===== src/rtl/msg_block_buffer_pkg.sv =====
// Purpose: shared constants and bank-state type for the Blake2s message block buffer.
// Latency: none (types and constants only).
// Backpressure: not applicable.
package blake2s_pkg;

  // Bytes per Blake2s message block; fixed by the hash definition.
  localparam int BLOCK_BYTES = 64;
  // Width of the running byte-offset counter t.
  localparam int T_W = 64;
  // Width of a byte index inside one block.
  localparam int IDX_W = $clog2(BLOCK_BYTES);
  // Width of one whole block in bits.
  localparam int BLK_W = BLOCK_BYTES * 8;

  // Life cycle of one bank: collecting bytes, waiting for the compressor, free.
  typedef enum logic [1:0] {
    EMPTY = 2'd0,
    FILL  = 2'd1,
    PEND  = 2'd2
  } bank_state_e;

  // Byte count of a final block. 0 encodes a full block; anything beyond a
  // full block is clamped so the close index stays inside the bank.
  function automatic logic [7:0] final_len(input logic [7:0] ll);
    logic [7:0] len;
    if ((ll == 8'd0) || (ll > 8'(BLOCK_BYTES))) begin
      len = 8'(BLOCK_BYTES);
    end else begin
      len = ll;
    end
    return len;
  endfunction

endpackage


===== src/rtl/msg_block_buffer_if.sv =====
// Purpose: byte-in / block-out bundle between the message source, the buffer and the compressor.
// Latency: wires only.
// Backpressure: full_o stops the byte source; blk_ready_i stalls the block output.
interface msg_block_buffer_if;
  import blake2s_pkg::*;

  // Byte stream from the message source.
  logic             data_v_i;
  logic [7:0]       data_i;
  logic [IDX_W-1:0] data_idx_i;
  logic             block_first_i;
  logic             block_last_i;
  logic [7:0]       ll_i;

  // Block stream towards the compression stage.
  logic             blk_v_o;
  logic             blk_ready_i;
  logic [BLK_W-1:0] blk_o;
  logic [T_W-1:0]   blk_t_o;
  logic             blk_first_o;
  logic             blk_last_o;

  // Status back to the source.
  logic             full_o;
  logic             err_o;

  // Source of bytes and sink of blocks (the surrounding system).
  modport master (
    output data_v_i, data_i, data_idx_i, block_first_i, block_last_i, ll_i,
    output blk_ready_i,
    input  blk_v_o, blk_o, blk_t_o, blk_first_o, blk_last_o,
    input  full_o, err_o
  );

  // The buffer itself.
  modport slave (
    input  data_v_i, data_i, data_idx_i, block_first_i, block_last_i, ll_i,
    input  blk_ready_i,
    output blk_v_o, blk_o, blk_t_o, blk_first_o, blk_last_o,
    output full_o, err_o
  );

endinterface


===== src/rtl/msg_block_buffer_bank.sv =====
// Purpose: one 64-byte message bank with its EMPTY/FILL/PEND state, flags and t value.
// Latency: a write or close is visible in state/data the next cycle.
// Backpressure: none inside; the parent only writes while the bank is EMPTY or FILL.
module msg_bank
  import blake2s_pkg::*;
(
  input  logic             clk,
  input  logic             nreset,
  input  logic             wr_en,
  input  logic [IDX_W-1:0] wr_idx,
  input  logic [7:0]       wr_byte,
  input  logic             first_in,
  input  logic             close,
  input  logic             last_in,
  input  logic [T_W-1:0]   t_in,
  input  logic             drain,
  output bank_state_e      state,
  output logic [BLK_W-1:0] data,
  output logic             first,
  output logic             last,
  output logic [T_W-1:0]   t
);

  // Bank state machine: fill on writes, seal on close, wipe on drain.
  always_ff @(posedge clk or negedge nreset) begin
    if (!nreset) begin
      state <= EMPTY;
      data  <= '0;
      first <= 1'b0;
      last  <= 1'b0;
      t     <= '0;
    end else if (drain) begin
      // Wiping here keeps unwritten tail bytes of the next block at zero.
      state <= EMPTY;
      data  <= '0;
      first <= 1'b0;
      last  <= 1'b0;
      t     <= '0;
    end else if (wr_en) begin
      data[{wr_idx, 3'b000} +: 8] <= wr_byte;
      if (state == EMPTY) begin
        // The first byte into a free bank decides whether it opens a message.
        state <= FILL;
        first <= first_in;
      end
      if (close) begin
        // A closing byte wins over the EMPTY->FILL step (one-byte blocks).
        state <= PEND;
        last  <= last_in;
        t     <= t_in;
      end
    end
  end

endmodule


===== src/rtl/msg_block_buffer.sv =====
// Purpose: ping-pong buffer packing a byte stream into 64-byte Blake2s blocks with running t.
// Latency: block offered the cycle after its closing byte when no older block is waiting.
// Backpressure: blk_ready_i holds the offered block; full_o rises when both banks wait, bytes then dropped and err_o set.
module msg_block_buffer
  import blake2s_pkg::*;
(
  input  logic               clk,
  input  logic               nreset,
  msg_block_buffer_if.slave  bus
);

  // Per-bank view.
  bank_state_e      st     [2];
  logic [BLK_W-1:0] bdata  [2];
  logic             bfirst [2];
  logic             blast  [2];
  logic [T_W-1:0]   bt     [2];

  // Pointers: fill_ptr is the bank taking bytes, drain_ptr the oldest sealed bank.
  logic             fill_ptr;
  logic             drain_ptr;
  logic [T_W-1:0]   t_run;
  logic             err;

  // Per-cycle decisions.
  logic             full;
  logic             accept;
  logic             fill_empty;
  logic             first_reset;
  logic [7:0]       blk_len;
  logic [IDX_W-1:0] last_idx;
  logic             close;
  logic [T_W-1:0]   t_base;
  logic [T_W-1:0]   t_new;
  logic             hs;

  // Byte acceptance, close detection, t arithmetic and drain handshake.
  always_comb begin
    full        = (st[0] == PEND) && (st[1] == PEND);
    accept      = bus.data_v_i && !full;
    fill_empty  = (st[fill_ptr] == EMPTY);
    // A message start restarts t before this block's own byte count is added.
    first_reset = accept && fill_empty && bus.block_first_i;
    blk_len     = bus.block_last_i ? final_len(bus.ll_i) : 8'(BLOCK_BYTES);
    last_idx    = IDX_W'(blk_len - 8'd1);
    close       = accept && (bus.data_idx_i == last_idx);
    t_base      = first_reset ? '0 : t_run;
    t_new       = t_base + T_W'(blk_len);
    hs          = (st[drain_ptr] == PEND) && bus.blk_ready_i;
  end

  // Pointer advance, running t and sticky overflow flag.
  always_ff @(posedge clk or negedge nreset) begin
    if (!nreset) begin
      fill_ptr  <= 1'b0;
      drain_ptr <= 1'b0;
      t_run     <= '0;
      err       <= 1'b0;
    end else begin
      if (close) begin
        fill_ptr <= ~fill_ptr;
      end
      if (hs) begin
        drain_ptr <= ~drain_ptr;
      end
      if (close) begin
        // The end of a message returns t to zero for whatever comes next.
        t_run <= bus.block_last_i ? '0 : t_new;
      end else if (first_reset) begin
        t_run <= '0;
      end
      if (bus.data_v_i && full) begin
        err <= 1'b1;
      end
    end
  end

  for (genvar b = 0; b < 2; b++) begin : g_bank
    localparam logic SEL = 1'(b);

    msg_bank u_bank (
      .clk      (clk),
      .nreset   (nreset),
      .wr_en    (accept && (fill_ptr == SEL)),
      .wr_idx   (bus.data_idx_i),
      .wr_byte  (bus.data_i),
      .first_in (bus.block_first_i),
      .close    (close && (fill_ptr == SEL)),
      .last_in  (bus.block_last_i),
      .t_in     (t_new),
      .drain    (hs && (drain_ptr == SEL)),
      .state    (st[b]),
      .data     (bdata[b]),
      .first    (bfirst[b]),
      .last     (blast[b]),
      .t        (bt[b])
    );
  end

  // The oldest bank drives the block port; it only changes after a handshake.
  assign bus.blk_v_o     = (st[drain_ptr] == PEND);
  assign bus.blk_o       = bdata[drain_ptr];
  assign bus.blk_t_o     = bt[drain_ptr];
  assign bus.blk_first_o = bfirst[drain_ptr];
  assign bus.blk_last_o  = blast[drain_ptr];
  assign bus.full_o      = full;
  assign bus.err_o       = err;

endmodule


===== src/flat_wrapper.sv =====
// flat-port wrapper written by rule: the top's interface ports become plain ports
module msg_block_buffer_flat import blake2s_pkg::*;
  (clk, nreset, bus_data_v_i, bus_data_i, bus_data_idx_i, bus_block_first_i, bus_block_last_i, bus_ll_i, bus_blk_ready_i, bus_blk_v_o, bus_blk_o, bus_blk_t_o, bus_blk_first_o, bus_blk_last_o, bus_full_o, bus_err_o);
  msg_block_buffer_if bus_i ();
  input  logic clk;
  input  logic nreset;
  input wire logic [$bits(bus_i.data_v_i)-1:0] bus_data_v_i;
  input wire logic [$bits(bus_i.data_i)-1:0] bus_data_i;
  input wire logic [$bits(bus_i.data_idx_i)-1:0] bus_data_idx_i;
  input wire logic [$bits(bus_i.block_first_i)-1:0] bus_block_first_i;
  input wire logic [$bits(bus_i.block_last_i)-1:0] bus_block_last_i;
  input wire logic [$bits(bus_i.ll_i)-1:0] bus_ll_i;
  input wire logic [$bits(bus_i.blk_ready_i)-1:0] bus_blk_ready_i;
  output wire logic [$bits(bus_i.blk_v_o)-1:0] bus_blk_v_o;
  output wire logic [$bits(bus_i.blk_o)-1:0] bus_blk_o;
  output wire logic [$bits(bus_i.blk_t_o)-1:0] bus_blk_t_o;
  output wire logic [$bits(bus_i.blk_first_o)-1:0] bus_blk_first_o;
  output wire logic [$bits(bus_i.blk_last_o)-1:0] bus_blk_last_o;
  output wire logic [$bits(bus_i.full_o)-1:0] bus_full_o;
  output wire logic [$bits(bus_i.err_o)-1:0] bus_err_o;
  assign bus_i.data_v_i = bus_data_v_i;
  assign bus_i.data_i = bus_data_i;
  assign bus_i.data_idx_i = bus_data_idx_i;
  assign bus_i.block_first_i = bus_block_first_i;
  assign bus_i.block_last_i = bus_block_last_i;
  assign bus_i.ll_i = bus_ll_i;
  assign bus_i.blk_ready_i = bus_blk_ready_i;
  assign bus_blk_v_o = bus_i.blk_v_o;
  assign bus_blk_o = bus_i.blk_o;
  assign bus_blk_t_o = bus_i.blk_t_o;
  assign bus_blk_first_o = bus_i.blk_first_o;
  assign bus_blk_last_o = bus_i.blk_last_o;
  assign bus_full_o = bus_i.full_o;
  assign bus_err_o = bus_i.err_o;
  msg_block_buffer u_core (.clk(clk), .nreset(nreset), .bus(bus_i));
endmodule

===== config.mk =====
export PLATFORM = sky130hd
export DESIGN_NAME = msg_block_buffer_flat
export DESIGN_NICKNAME = d
export VERILOG_FILES = /design/src/rtl/msg_block_buffer_pkg.sv /design/src/rtl/msg_block_buffer_if.sv /design/src/rtl/msg_block_buffer_bank.sv /design/src/rtl/msg_block_buffer.sv /design/src/flat_wrapper.sv
export SDC_FILE = /design/constraint.sdc
export NUM_CORES = 2
export LEC_CHECK = 0
export BUFFER_PORTS_ARGS = -buffer_cell sky130_fd_sc_hd__buf_2
export CAP_MARGIN = 10
export CORE_MARGIN = 5
export CORE_UTILIZATION = 59
export DETAILED_ROUTE_END_ITERATION = 12
export HOLD_SLACK_MARGIN = 0.06
export PLACE_DENSITY = 0.8
export REMOVE_ABC_BUFFERS = 1
export SLEW_MARGIN = 20
export SYNTH_ARGS = -nofsm -noshare
export SYNTH_HDL_FRONTEND = slang
export SYNTH_HIERARCHICAL = 1
export SYNTH_SLANG_ARGS = --single-unit

===== constraint.sdc =====
create_clock -name clk -period 5.52 [get_ports clk]
set_input_delay 1.656 -clock clk [delete_from_list [all_inputs] [get_ports clk]]
set_output_delay 1.656 -clock clk [all_outputs]
set_load 0.01 [all_outputs]

==> key figures <==
STA
  – Slew @ Worst Pin: 1.251 ns
  – Hold Fails Final Rpt: 0
  – Fmax: 218.1 MHz
  – Setup violations, final: 0
  – Setup TNS: 0 ns
  – Final Cycle Share: 0.8306
  – Tmin final: 4.585 ns
  – RSZ-0062 raised after global routing: false
  – Slew HR: 0.1622
  – Max Clock Skew: 0.02317 ns
  – WHS: 0.4478 ns
  – Slew Viols, Final: 0

Run status
  – Status: completed

Logic synthesis
  – Post-synthesis sequential area ratio: 0.5271
  – Post-synth ARST share: 1.000
  – Synth Warn #: 6
  – Simple-gate share of the synthesized area: 0.1043
  – Post-synthesis xor/xnor area fraction: 0.01171
  – Synth cell types: 99
  – Mapped Area: 58260 sq um
  – Largest family of logic cells by synthesized area: multiplexers
  – Main synth FF type: dfrtp_1
  – Post-Syn Instances: 4916
  – Post-synthesis mux area share: 0.1856
  – Complex-gate fraction of the synthesized area: 0.1382
  – Adder-cell share of the synthesized area: 0.003522
  – Mean post-synth cell area: 11.85 sq um
  – #FFs+latches synth: 1227
  – Number of synthesized flops with an enable pin: 0

Global routing
  – Gr usage total: 0.3706
  – Grt ovf: 0
  – Initial antenna violation count: 9
  – Vias in the first global route: 46220
  – Largest net degree at the start of global routing: between 150 and 200
  – First-pass GRT wire length: 295.7 mm

Critical path
  – Reg2reg end: u_core/g_bank[1].u_bank/t[57]$_DFFE_PN0P_
  – Crit-path max FO: 7
  – CP Data Required Time: approximately 6 ns
  – R2R depth: 13
  – WS Path Type: in -> reg
  – Crit path DAT: 5.21 ns
  – Worst r2r src: u_core/fill_ptr$_DFFE_PN0P_
  – Reg2reg setup slack: 1.10 ns
  – CP Launch Type: input pin
  – Critical Path Sink Type: flip-flop

Clocking
  – Later-pin clock latency in the skew report: 0.74 ns
  – Post-CTS Setup Inserts: 0
  – Cts bufs inserted: 130
  – CTS Hold Bufs: 0
  – Clk slew on worst S/H paths: 0.06 ns
  – Post_cts resized: 0
  – Clock tree buffer depth: 3
  – Root buf cell: clkbuf_16
  – CTS sink count: around 1200
  – CTS tree: done
  – CTS H-tree lvls: 4

Detailed routing
  – DRT Pass-1 Iters: 6
  – Residual DRC: 0
  – Drt initial violations: about 5600
  – Total number of vias: 46030
  – Post-DRT Antenna Nets: 0
  – Vias/cell: 6.749
  – Wire length per cell: 29.23 um
  – WL final: 199.4 mm

Cells and area
  – Area of the multi-input gates: 26000 sq um
  – P&R area growth vs syn: 15.86%
  – Reg area: 30710 sq um
  – Fillers: about 7000
  – Most common cell after layout, fill and taps aside: dfrtp_1
  – Most frequent cells in the layout: 1226 x dfrtp_1, 607 x buf_2, 578 x mux2_2
  – Nets: 5475
  – Layout cells sized above 1: 0.3093
  – Post-route cell area: 67490 sq um

Die
  – Site Rows: 115
  – Core ar.: 98130 sq um
  – Die height: 324.2 um
  – Ports: around 610
  – Starting Density: 0.5937
  – Die area: 105100 sq um
  – Die Width: 324.2 um

Worst hold path
  – Worst hold endpoint: u_core/bus.err_o$_DFFE_PN0P_
  – Hold path depth: 1
  – Worst min path class: reg -> reg
  – Hold wc startpoint: u_core/bus.err_o$_DFFE_PN0P_

Pwr
  – Cell Pwr Density: approximately 320 nW/um^2
  – VDD IR max: 0.0002402 V
  – Total power draw: 21.89 mW
  – Pleak: 35.26 nW

Place
  – HPWL after detailed placement: 129.1 mm
  – Port bufs: between 600 and 700
  – Placer Congestion: 0.9237
  – Area post-placement: between 60000 and 70000 sq um

Flow run
  – Max Cap Violations: 0
==> state kept, by name, summed over array words and instances, names as in the netlist <==
register	count
u_core/g_bank.u_bank/data	1024
u_core/g_bank.u_bank/t	128
u_core/t_run	64
u_core/g_bank.u_bank/state	4
u_core/g_bank.u_bank/first	2
u_core/g_bank.u_bank/last	2
u_core/bus.err_o	1
u_core/drain_ptr	1
u_core/fill_ptr	1
==> critical path, cell delays in order <==
cell	delay, ns
buf_2	0.12
or4b_2	0.74
fa_1	0.43
nand2b_1	0.16
o2bb2ai_1	0.14
a2111o_1	0.50
and2_1	0.20
buf_4	0.16
nor4b_1	0.59
xnor2_1	0.19
nor2_1	0.08
a22o_1	0.23
==> stage by stage <==
step                      utilization  setup slack, ns  std cells
final                          0.6878           0.9352       6821
after global routing           0.6877           0.7347       6818
after CTS                      0.6877            1.009       6818
after detailed placement       0.6437           0.2351       6587
after global placement         0.6436           0.3438       6587
after floorplan                     -           -28.10       4514
==> how the worst max path moves through the flow <==
stage                                      start                                            end  slack, ns  cells past startpoint
floorplan           u_core/drain_ptr$_DFFE_PN0P_  u_core/g_bank[0].u_bank/data[481]$_DFFE_PN0P_     -28.10                      4
global placement                     bus_ll_i[7]      u_core/g_bank[0].u_bank/t[24]$_DFFE_PN0P_       0.34                     12
detailed placement                   bus_ll_i[7]      u_core/g_bank[0].u_bank/t[24]$_DFFE_PN0P_       0.24                     12
CTS                 u_core/drain_ptr$_DFFE_PN0P_                                 bus_blk_o[398]       1.01                      3
global route                    bus_block_last_i      u_core/g_bank[1].u_bank/t[48]$_DFFE_PN0P_       0.73                     16
finish                               bus_ll_i[7]      u_core/g_bank[1].u_bank/t[24]$_DFFE_PN0P_       0.94                     12
==> metal layers <==
| layer | share of wire | vias up | GRT usage | routed length (um) |
|---|---|---|---|---|
| li1 | - | 19200 | - | - |
| met1 | 0.38 | 23350 | 0.4918 | 75730 |
| met2 | 0.45 | 2833 | 0.5555 | 88830 |
| met3 | 0.11 | 641 | 0.1121 | 22650 |
| met4 | 0.061 | 10 | 0.1942 | 12080 |
| met5 | 0.00033 | - | 0 | 65 |
==> Yosys cell counts (all sizes together), types with 9 or more instances <==
library cell | number | share of area
nor4b | 11 | 0.0019
and3 | 23 | 0.0025
a31oi | 51 | 0.0075
or3 | 16 | 0.0018
xor2 | 20 | 0.0030
nor3 | 63 | 0.0073
a22o | 494 | 0.074
o21ai | 98 | 0.0085
mux2 | 578 | 0.11
o221ai | 10 | 0.0016
a32o | 131 | 0.023
buf | 114 | 0.0096
nand4 | 45 | 0.0052
mux2i | 430 | 0.074
o2bb2ai | 22 | 0.0033
inv | 22 | 0.0014
nor2 | 175 | 0.011
o311ai | 11 | 0.0017
nand3 | 218 | 0.023
nor2b | 14 | 0.0015
clkbuf | 288 | 0.019
nand2 | 520 | 0.034
nor3b | 16 | 0.0027
and2 | 43 | 0.0046
ha | 14 | 0.0030
a21oi | 37 | 0.0033
o211ai | 23 | 0.0030
nor4 | 14 | 0.0021
and4 | 9 | 0.0014
dfrtp | 1227 | 0.53
xnor2 | 57 | 0.0087
==> kinds of logic (layout without fill, tap and decap cells) <==
kind of cell	after synthesis	in the layout
flops	1227	1227
simple gates	1208	1208
xor+xnor	77	77
mux	1008	1008
fa+ha+maj	16	16
buf+inv	424	1039
compound gates	955	955
other cells	1	4
==> layout make-up <==
class                           instances  share of cell area
Clock buffer                          186             0.05595
Tap cell                             1287             0.02386
Timing Repair Buffer                  786             0.07041
Inverter                               22            0.001409
Multi-Input combinational cell       3265              0.3852
Clock inverter                         45            0.008082
Sequential cell                      1227              0.4550
Antenna cell                            3           0.0001112
==> power breakdown <==
part | leakage [nW] | switching [mW] | internal, mW | total, mW
clock | 2.12 | 3.72 | 5.20 | 8.93
sequential | 16.9 | 0.365 | 9.64 | 10.0
combinational | 16.2 | 1.85 | 1.11 | 2.96
Note: power is estimated with default switching activity, not from simulation.
